File: src/rtl/conv_feeder_if.sv
// Bus bundle for conv_feeder: SRAM read port plus the pixel-word stream to conv.
interface conv_feeder_if #(
  parameter int ADDR_W = 16
);
  logic              mem_en;
  logic [ADDR_W-1:0] mem_addr;
  logic [31:0]       mem_rdata;
  logic [31:0]       out_data;
  logic              out_valid;
  logic              out_ready;
  logic              win_last;

  modport master (
    output mem_en, mem_addr, out_data, out_valid, win_last,
    input  mem_rdata, out_ready
  );

  modport slave (
    input  mem_en, mem_addr, out_data, out_valid, win_last,
    output mem_rdata, out_ready
  );
endinterface

File: src/rtl/conv_feeder.sv
// conv_feeder: walks a signed 8-bit feature map in SRAM and streams 4-pixel
// words for the conv 3-row shift register, bottom row of each window first.
module conv_feeder #(
  parameter int IMG_W  = 16,
  parameter int IMG_H  = 16,
  parameter int ADDR_W = 16
) (
  input  logic              clk,
  input  logic              reset_n,
  input  logic              start,
  input  logic [ADDR_W-1:0] base_addr,
  output logic              busy,
  output logic              done,
  conv_feeder_if.master     bus
);

  localparam int WC_MAX = (IMG_W - 4) / 2;
  localparam int RB_MAX = IMG_H - 3;
  localparam int WC_W   = $clog2(IMG_W);
  localparam int RB_W   = $clog2(IMG_H);

  typedef enum logic [2:0] {IDLE, RDA, RDB, CAP, PUSH} state_t;

  state_t            state_q;
  logic [RB_W-1:0]   rb_q, rb_d;
  logic [WC_W-1:0]   wc_q, wc_d;
  logic [1:0]        ph_q, ph_d;
  logic [ADDR_W-1:0] base_q;
  logic [15:0]       lo_q;
  logic              busy_q, done_q, mem_en_q, out_valid_q, win_last_q;
  logic [ADDR_W-1:0] mem_addr_q;
  logic [31:0]       out_data_q;

  logic              last_word;
  logic [ADDR_W-1:0] addr_cur, addr_nxt, addr_first;

  // Word-aligned SRAM address of the word holding window (rb,wc) row phase ph.
  function automatic logic [ADDR_W-1:0] word_addr(
    input logic [ADDR_W-1:0] base,
    input logic [RB_W-1:0]   rb,
    input logic [WC_W-1:0]   wc,
    input logic [1:0]        ph
  );
    logic [ADDR_W-1:0] row, sum;
    row = ADDR_W'(rb) + ADDR_W'(2) - ADDR_W'(ph);
    sum = base + row * ADDR_W'(IMG_W) + (ADDR_W'(wc) << 1);
    return {sum[ADDR_W-1:2], 2'b00};
  endfunction

  // Next counter values and the addresses needed at each read launch.
  always_comb begin
    ph_d = ph_q;
    wc_d = wc_q;
    rb_d = rb_q;
    if (ph_q == 2'd2) begin
      ph_d = '0;
      if (wc_q == WC_W'(WC_MAX)) begin
        wc_d = '0;
        rb_d = rb_q + RB_W'(1);
      end else begin
        wc_d = wc_q + WC_W'(1);
      end
    end else begin
      ph_d = ph_q + 2'd1;
    end
    last_word  = (ph_q == 2'd2) && (wc_q == WC_W'(WC_MAX)) && (rb_q == RB_W'(RB_MAX));
    addr_cur   = word_addr(base_q, rb_q, wc_q, ph_q);
    addr_nxt   = word_addr(base_q, rb_d, wc_d, ph_d);
    addr_first = word_addr(base_addr, '0, '0, '0);
  end

  // Control FSM; every output is registered so reads launch the cycle after
  // the state decision that requests them.
  always_ff @(posedge clk or negedge reset_n) begin
    if (!reset_n) begin
      state_q     <= IDLE;
      rb_q        <= '0;
      wc_q        <= '0;
      ph_q        <= '0;
      base_q      <= '0;
      lo_q        <= '0;
      busy_q      <= 1'b0;
      done_q      <= 1'b0;
      mem_en_q    <= 1'b0;
      mem_addr_q  <= '0;
      out_data_q  <= '0;
      out_valid_q <= 1'b0;
      win_last_q  <= 1'b0;
    end else begin
      done_q <= 1'b0;
      case (state_q)
        IDLE: begin
          // A start coinciding with the done pulse is not taken.
          if (start && !done_q) begin
            base_q     <= base_addr;
            rb_q       <= '0;
            wc_q       <= '0;
            ph_q       <= '0;
            busy_q     <= 1'b1;
            mem_en_q   <= 1'b1;
            mem_addr_q <= addr_first;
            state_q    <= RDA;
          end
        end
        RDA: begin
          // Odd columns straddle two words: fetch the following word too.
          mem_en_q   <= wc_q[0];
          mem_addr_q <= addr_cur + ADDR_W'(4);
          state_q    <= RDB;
        end
        RDB: begin
          lo_q <= bus.mem_rdata[31:16];
          if (!wc_q[0]) begin
            out_data_q  <= bus.mem_rdata;
            out_valid_q <= 1'b1;
            win_last_q  <= (ph_q == 2'd2);
            state_q     <= PUSH;
          end else begin
            mem_en_q <= 1'b0;
            state_q  <= CAP;
          end
        end
        CAP: begin
          out_data_q  <= {bus.mem_rdata[15:0], lo_q};
          out_valid_q <= 1'b1;
          win_last_q  <= (ph_q == 2'd2);
          state_q     <= PUSH;
        end
        PUSH: begin
          if (bus.out_ready) begin
            out_valid_q <= 1'b0;
            win_last_q  <= 1'b0;
            if (last_word) begin
              busy_q  <= 1'b0;
              done_q  <= 1'b1;
              state_q <= IDLE;
            end else begin
              rb_q       <= rb_d;
              wc_q       <= wc_d;
              ph_q       <= ph_d;
              mem_en_q   <= 1'b1;
              mem_addr_q <= addr_nxt;
              state_q    <= RDA;
            end
          end
        end
        default: state_q <= IDLE;
      endcase
    end
  end

  assign busy          = busy_q;
  assign done          = done_q;
  assign bus.mem_en    = mem_en_q;
  assign bus.mem_addr  = mem_addr_q;
  assign bus.out_data  = out_data_q;
  assign bus.out_valid = out_valid_q;
  assign bus.win_last  = win_last_q;

endmodule
File: src/flat_wrapper.sv
// flat-port wrapper written by rule: the top's interface ports become plain ports
module conv_feeder_flat 
#(
  parameter int IMG_W  = 16,
  parameter int IMG_H  = 16,
  parameter int ADDR_W = 16
)
  (clk, reset_n, start, base_addr, busy, done, bus_mem_en, bus_mem_addr, bus_out_data, bus_out_valid, bus_win_last, bus_mem_rdata, bus_out_ready);
  conv_feeder_if #(.ADDR_W(ADDR_W)) bus_i ();
  input  logic clk;
  input  logic reset_n;
  input  logic start;
  input  logic [ADDR_W-1:0] base_addr;
  output logic busy;
  output logic done;
  output wire logic [$bits(bus_i.mem_en)-1:0] bus_mem_en;
  output wire logic [$bits(bus_i.mem_addr)-1:0] bus_mem_addr;
  output wire logic [$bits(bus_i.out_data)-1:0] bus_out_data;
  output wire logic [$bits(bus_i.out_valid)-1:0] bus_out_valid;
  output wire logic [$bits(bus_i.win_last)-1:0] bus_win_last;
  input wire logic [$bits(bus_i.mem_rdata)-1:0] bus_mem_rdata;
  input wire logic [$bits(bus_i.out_ready)-1:0] bus_out_ready;
  assign bus_mem_en = bus_i.mem_en;
  assign bus_mem_addr = bus_i.mem_addr;
  assign bus_out_data = bus_i.out_data;
  assign bus_out_valid = bus_i.out_valid;
  assign bus_win_last = bus_i.win_last;
  assign bus_i.mem_rdata = bus_mem_rdata;
  assign bus_i.out_ready = bus_out_ready;
  conv_feeder #(.IMG_W(IMG_W), .IMG_H(IMG_H), .ADDR_W(ADDR_W)) u_core (.clk(clk), .reset_n(reset_n), .start(start), .base_addr(base_addr), .busy(busy), .done(done), .bus(bus_i));
endmodule
File: config.mk
export PLATFORM = sky130hd
export DESIGN_NAME = conv_feeder_flat
export DESIGN_NICKNAME = d
export VERILOG_FILES = /design/src/rtl/conv_feeder_if.sv /design/src/rtl/conv_feeder.sv /design/src/flat_wrapper.sv
export SDC_FILE = /design/constraint.sdc
export NUM_CORES = 1
export LEC_CHECK = 0
export ABC_AREA = 1
export BUFFER_PORTS_ARGS = -buffer_cell sky130_fd_sc_hd__buf_2
export CAP_MARGIN = 20
export CELL_PAD_IN_SITES_DETAIL_PLACEMENT = 0
export CELL_PAD_IN_SITES_GLOBAL_PLACEMENT = 2
export CORE_MARGIN = 2
export CORE_UTILIZATION = 28
export DETAILED_ROUTE_END_ITERATION = 8
export GPL_ROUTABILITY_DRIVEN = 0
export MAX_ROUTING_LAYER = met4
export PLACE_DENSITY = 0.73
export SLEW_MARGIN = 15
export SYNTH_ARGS = -nofsm -noshare
export SYNTH_HDL_FRONTEND = slang
export SYNTH_SLANG_ARGS = --single-unit
File: constraint.sdc
create_clock -name clk -period 11.5 [get_ports clk]
set_input_delay 0.575 -clock clk [delete_from_list [all_inputs] [get_ports clk]]
set_output_delay 0.575 -clock clk [all_outputs]
set_load 0.03 [all_outputs]
==> flow_metrics.py, run 1 <==
metrics = {
    "synthesis": {
        "yosysTopAreaCellShare_pct": 34.2,
        "syn_inst": 949,
        "synth-xor-area-share_pct": 1.87,
        "synth_cell_types": 49,
        "yosysMostFrequentCell": "nand2_1",
        "synth_top_flop_cell": "dfrtp_1",
        "synth_seq_area_share_pct": 34.2,
        "synth-seq-cells": 95,
        "asyncSetResetFlopFracSynth_pct": 100,
        "synth.largest_area_cell": "dfrtp_1",
        "synthTopCellsByArea": "dfrtp_1 34%, nand2_1 15%, ha_1 11%",
        "synthMuxAreaShare_pct": 0.485,
        "synth_compound_area_share_pct": 12.3,
        "synth-simple-area-share_pct": 29.2,
        "synth_area_mm2": 0.00696,
        "synth_top_family_by_area": "simple AND/OR/NAND/NOR gates",
        "ys_top_cells_by_count": "276 x nand2_1, 118 x inv_1, 95 x dfrtp_1",
        "yosys.area_share.adder_pct": 12.7,
        "synth_edf_count": 0,
        "yosysWarningCount": 0,
        "avgSynthCellArea_um2": 7.33,
    },
    "setup_path": {
        "start_kind": "flop",
        "r2r_cells": 26,
        "setup.worst_path.class": "reg -> reg",
        "crit_slowest_cell": "dfrtp_1",
        "cpLargestDelayFamily": "adder cells",
        "end_kind": "flop",
        "crit_buf_inv": 6,
        "path_depth": 26,
        "slowest_delay_ns": 0.47,
        "critPathArrivalTime_ns": 4.60,
        "cp_max_fo": 7,
        "crit_required_ns": 11.74,
    },
    "timing": {
        "min_period_ns": 4.36,
        "slew_headroom_pct": 29.1,
        "setup_viol": 0,
        "rsz0062_at_grt": "false",
        "max_slew.worst_pin.slew_ns": 1.06,
        "fin_skew_ns": 0.00939,
        "fin_setup_tns_ns": 0,
        "fmax_mhz": 230,
        "period_share_pct": 37.9,
        "hold_violations": 0,
        "slew_violations": 0,
    },
    "clocking": {
        "numCtsBuffers": 9,
        "cts_max_level": 3,
        "clk_latency_ns": 0.35,
        "ctsResizeCount": 0,
        "post_cts_buffers": 0,
        "cts.path.max_buffers": 2,
        "root_buffer": "clkbuf_16",
        "cts.clk_slew.worst_paths_ns": 0.08,
        "ctsHoldBuffers": 0,
        "cts_num_sinks": 95,
        "tritoncts": "yes",
    },
    "die": {
        "ios": 105,
        "die_area_mm2": 0.0261,
        "initial_core_util_pct": 28.5,
        "fp.coreArea_mm2": 0.0244,
        "fp.dieW_um": 162,
        "rows": 57,
        "die_h_um": 162,
    },
    "worst_hold_path": {
        "hold_class": "in -> async",
    },
    "grt": {
        "grt_overflow": 0,
        "grt_max_degree": 75,
        "grt_pass1_vias": 6233,
        "antenna_found_initial": 0,
        "grt_pass1_wl_um": 33000,
        "grtUsageTotal_pct": 16.3,
    },
    "detailed_routing": {
        "drc": 0,
        "num_vias": 6263,
        "finalWirelength_um": 20200,
        "wire_per_inst_um": 14.7,
        "vias_per_cell": 4.57,
        "drtIter0Drc": 366,
        "firstDrtPassIters": 4,
        "ant_nets": 0,
    },
    "cells_and_area": {
        "drive_above_1_share_pct": 16.0,
        "nets": 1161,
        "n_antenna_cell": 0,
        "syn2layout_area_growth_pct": 16.1,
    },
    "power_and_ir_drop": {
        "leakagePower_nw": 4.26,
        "power_per_cell_area_mw_per_mm2": 304,
        "ir_worst_vdd_v": 0.000245,
        "p_total_mw": 2.46,
    },
    "place": {
        "port_buffers": 101,
        "dp_hpwl_um": 15900,
    },
    "job": {
        "maxCapViolations": 0,
    },
    "outcome": {
        "status": "finished clean",
    },
}
==> per-stage QoR <==
| stage | cells | hold slack, ns | setup WS (ns) | util, % | area, µm² |
|---|---|---|---|---|---|
| final | 1371 | 0.108 | 7.14 | 33.1 | 8080 |
| after floorplan | 950 | 0.279 | 7.81 | - | 6960 |
| after CTS | 1371 | 0.115 | 7.13 | 33.1 | 8080 |
| after global routing | 1371 | 0.122 | 6.75 | 33.1 | 8080 |
| after detailed placement | 1355 | 0.466 | 7.15 | 31.8 | 7770 |
| after global placement | 1355 | 0.463 | 7.15 | 31.8 | 7770 |
==> cells in the final DEF (no fill, tap or decap), types with 3 or more instances in the layout <==
| cell type | Yosys | layout |
|---|---|---|
| nand2_1 | 276 | 276 |
| inv_1 | 118 | 118 |
| buf_2 | 6 | 100 |
| dfrtp_1 | 95 | 95 |
| nor2_1 | 93 | 93 |
| ha_1 | 61 | 61 |
| nand3_1 | 40 | 40 |
| a31oi_1 | 39 | 39 |
| a21oi_1 | 38 | 38 |
| o21ai_0 | 30 | 30 |
| o21ai_1 | 12 | 12 |
| o22ai_1 | 10 | 10 |
| nor3_1 | 10 | 9 |
| nand4_1 | 9 | 9 |
| clkbuf_16 | 0 | 9 |
| nand3b_1 | 8 | 8 |
| nor2_2 | 7 | 7 |
| xor2_1 | 7 | 7 |
| nand2_2 | 6 | 6 |
| xnor2_1 | 6 | 6 |
| or2_2 | 6 | 6 |
| fa_1 | 6 | 6 |
| buf_4 | 4 | 6 |
| inv_4 | 4 | 4 |
| inv_2 | 4 | 4 |
| o21bai_1 | 4 | 4 |
| o211ai_1 | 3 | 3 |
| nand3_2 | 3 | 3 |
| a21o_1 | 3 | 3 |
| clkinv_8 | 0 | 3 |
==> per-layer routing <==
metal	vias to the layer above	wire length (µm)	GRT usage (%)	share of wire [%]
li1	3279	-	-	-
met1	2856	10400	23.1	51
met2	110	8990	25.3	44
met3	18	516	1.76	2.6
met4	0	305	3.26	1.5
met5	-	0	-	0
==> registers in the layout, summed over array words and instances (netlist names) <==
name                  cells
u_core.bus.mem_addr      14
u_core.busy               1
u_core.bus.mem_en         1
u_core.lo_q              16
u_core.wc_q               4
u_core.state_q            3
u_core.ph_q               2
u_core.bus.win_last       1
u_core.bus.out_valid      1
u_core.rb_q               4
u_core.bus.out_data      32
u_core.base_q            15
u_core.done               1
==> where the power goes <==
part / internal [mW] / total (mW) / switching [mW]
Combinational: 0.507 / 1.55 / 1.05
Clock: 0.156 / 0.312 / 0.156
Sequential: 0.493 / 0.593 / 0.0998
==> layout make-up <==
class	instances	area, µm²
inverters	126	483
clock inverters	7	86.3
fillers	2706	16300
clock buffers	9	225
multi-input cells	704	3960
well taps	324	405
repair buffers	106	546
flip-flops and latches	95	2380
==> worst paths after layout <==
kind                                      endpoint  slack (ns)              startpoint
max in group asynchronous         u_core.base_q[8]       10.10                 reset_n
max reg2reg                u_core.bus.mem_addr[15]        7.14          u_core.wc_q[0]
max                        u_core.bus.mem_addr[15]        7.14          u_core.wc_q[0]
min                        u_core.bus.out_data[28]        0.11                 reset_n
min reg2reg                 u_core.bus.mem_addr[3]        0.48  u_core.bus.mem_addr[3]
min in group clk                    u_core.lo_q[4]        0.43       bus_mem_rdata[20]
==> cells by family (layout without fill, tap and decap cells) <==
| kind of cell | after synthesis | count (layout) |
|---|---|---|
| compound gates | 148 | 148 |
| xor+xnor | 14 | 14 |
| fa+ha+maj | 67 | 67 |
| buf+inv | 151 | 248 |
| flops | 95 | 95 |
| mux | 3 | 3 |
| other cells | 1 | 2 |
| simple gates | 470 | 470 |
No activity file was read; power rests on OpenSTA's default activity.
==> run 2: changes to the inputs <==
--- a/config.mk
+++ b/config.mk
@@ -15,7 +15,7 @@
 export DETAILED_ROUTE_END_ITERATION = 8
 export GPL_ROUTABILITY_DRIVEN = 0
 export MAX_ROUTING_LAYER = met4
-export PLACE_DENSITY = 0.73
+export PLACE_DENSITY = 0.76
 export SLEW_MARGIN = 15
 export SYNTH_ARGS = -nofsm -noshare
 export SYNTH_HDL_FRONTEND = slang
==> constraint.sdc (replaced) <==
create_clock -name clk -period 3.73 [get_ports clk]
set_input_delay 0.1865 -clock clk [delete_from_list [all_inputs] [get_ports clk]]
set_output_delay 0.1865 -clock clk [all_outputs]
set_load 0.03 [all_outputs]
==> flow_metrics.py, run 2 (synthesized netlist as in run 1, its figures left out) <==
metrics = {
    "worst_hold_path": {
        "hold_start": "bus_mem_rdata[16]",
        "hold_end": "u_core.lo_q[0]",
        "hold_class": "in -> reg",
        "whs_path_depth": 3,
    },
    "job": {
        "maxCapViolations": 0,
    },
    "timing": {
        "hold_violations": 0,
        "period_share_pct": 98.5,
        "setup_viol": 0,
        "fin_skew_ns": 0.0152,
        "min_period_ns": 3.67,
        "slew_headroom_pct": 59.2,
        "hold_ws_ns": 0.0351,
        "fmax_mhz": 272,
        "rsz0062_at_grt": "true",
        "max_slew.worst_pin.slew_ns": 0.612,
        "slew_violations": 0,
    },
    "cells_and_area": {
        "seq_area_mm2": 0.00238,
        "final_cell_mix": "265 x nand2_1, 112 x inv_1, 100 x buf_2",
        "syn2layout_area_growth_pct": 26.4,
        "nets": 1222,
        "final_util_pct": 36.1,
        "drive_above_1_share_pct": 24.8,
        "multi_input_area_mm2": 0.00418,
        "n_antenna_cell": 0,
        "instances_no_fill": 1432,
        "largest_reg_flops": 32,
        "num-fill-cells": 2683,
        "postLayoutCellArea_mm2": 0.00879,
        "final_common_cell": "nand2_1",
    },
    "setup_path": {
        "end_kind": "flop",
        "regToRegSetupSlack_ns": 0.06,
        "critPathArrivalTime_ns": 3.93,
        "timing.rr.start": "u_core.wc_q[0]",
        "start_kind": "flop",
        "slowest_delay_ns": 0.39,
        "crit_slowest_cell": "dfrtp_1",
        "crit_required_ns": 3.99,
        "cp_max_fo": 5,
        "crit_buf_inv": 6,
        "cpLargestDelayFamily": "adder cells",
        "setup.worst_path.class": "reg -> reg",
        "r2r_end": "u_core.bus.mem_addr[15]",
        "r2r_cells": 25,
    },
    "grt": {
        "grtUsageTotal_pct": 17.0,
        "grt_pass1_vias": 6424,
        "grt_overflow": 0,
        "grt_pass1_wl_um": 34300,
        "grt_max_degree": 65,
        "antenna_found_initial": 0,
    },
    "clocking": {
        "clk_latency_ns": 0.36,
        "numCtsBuffers": 9,
        "cts_num_sinks": 95,
        "cts.path.max_buffers": 2,
        "cts_max_level": 3,
        "root_buffer": "clkbuf_16",
        "tritoncts": "yes",
        "cts.clk_slew.worst_paths_ns": 0.08,
    },
    "die": {
        "ios": 105,
        "initial_core_util_pct": 28.5,
        "fp.coreArea_mm2": 0.0244,
        "die_h_um": 162,
        "rows": 57,
        "die_area_mm2": 0.0261,
        "fp.dieW_um": 162,
    },
    "detailed_routing": {
        "num_vias": 6483,
        "firstDrtPassIters": 4,
        "wl_met1_um": 10700,
        "finalWirelength_um": 21100,
        "drtIter0Drc": 347,
        "drc": 0,
        "wl_met2_um": 9640,
        "wire_per_inst_um": 14.7,
        "wl_met3_um": 489,
        "top_layer": "met4",
        "vias_per_cell": 4.53,
        "ant_nets": 0,
    },
    "power_and_ir_drop": {
        "ir_worst_vdd_v": 0.000698,
        "power_per_cell_area_mw_per_mm2": 935,
        "leakagePower_nw": 4.59,
    },
    "place": {
        "place_inst": 1403,
        "dp_hpwl_um": 16500,
        "port_buffers": 101,
        "place_area_mm2": 0.00813,
    },
    "outcome": {
        "status": "finished clean",
    },
}
-- run 2: how the worst max path moves through the flow --
stage                                          to  slack [ns]            from  depth (start not counted)
after global routing      u_core.bus.mem_addr[14]       -0.26  u_core.wc_q[0]                         31
after CTS                 u_core.bus.mem_addr[12]       0.003  u_core.rb_q[0]                         21
after global placement    u_core.bus.mem_addr[15]        -0.1  u_core.wc_q[0]                         26
final                     u_core.bus.mem_addr[15]        0.06  u_core.wc_q[0]                         25
after detailed placement  u_core.bus.mem_addr[15]       -0.17  u_core.wc_q[0]                         26
after floorplan           u_core.bus.mem_addr[15]        0.04  u_core.wc_q[0]                         26
-- run 2: final cells by class --
cell class	count	area share (%)
clock buffers	10	2.72
well taps	324	4.61
clock inverters	6	0.953
multi-input cells	704	47.5
inverters	126	5.49
repair buffers	167	11.7
flip-flops and latches	95	27.0
-- run 2: per-stage QoR --
stage          setup WS (ns)  power (mW)  TNS [ns]
6_report              0.0551        8.23         0
3_3_place_gp         -0.0975        6.93    -0.185
4_1_cts              0.00255        8.09         0
5_1_grt               -0.264        9.05     -1.16
3_5_place_dp          -0.169        6.96    -0.485
2_1_floorplan         0.0448        5.48         0
-- run 2: worst min-delay path: stages --
cell,delay [ns]
buf_2,0.09
nand2_1,0.05
nand2_1,0.05
-- run 2: layer usage --
metal / track usage (%) / vias to the layer above
li1: - / 3395
met1: 24.0 / 2985
met2: 26.4 / 87
met3: 2.25 / 16
met4: 3.42 / 0
met5: - / -
-- run 2: power breakdown --
part           total, mW  switching (mW)  internal, mW
logic               5.38            3.42          1.96
registers           1.84           0.317          1.52
clock network       1.01           0.456         0.557
-- run 2: repair_timing --
action / CTS / global route
setup endpoints to repair: 8 / 9
hold buffers: 1 / 0
setup buffers: 6 / 6
gates resized for setup: 13 / 46
endpoints found under the hold margin: 26 / 0
cloned: 0 / 0
pin swaps: 10 / 24
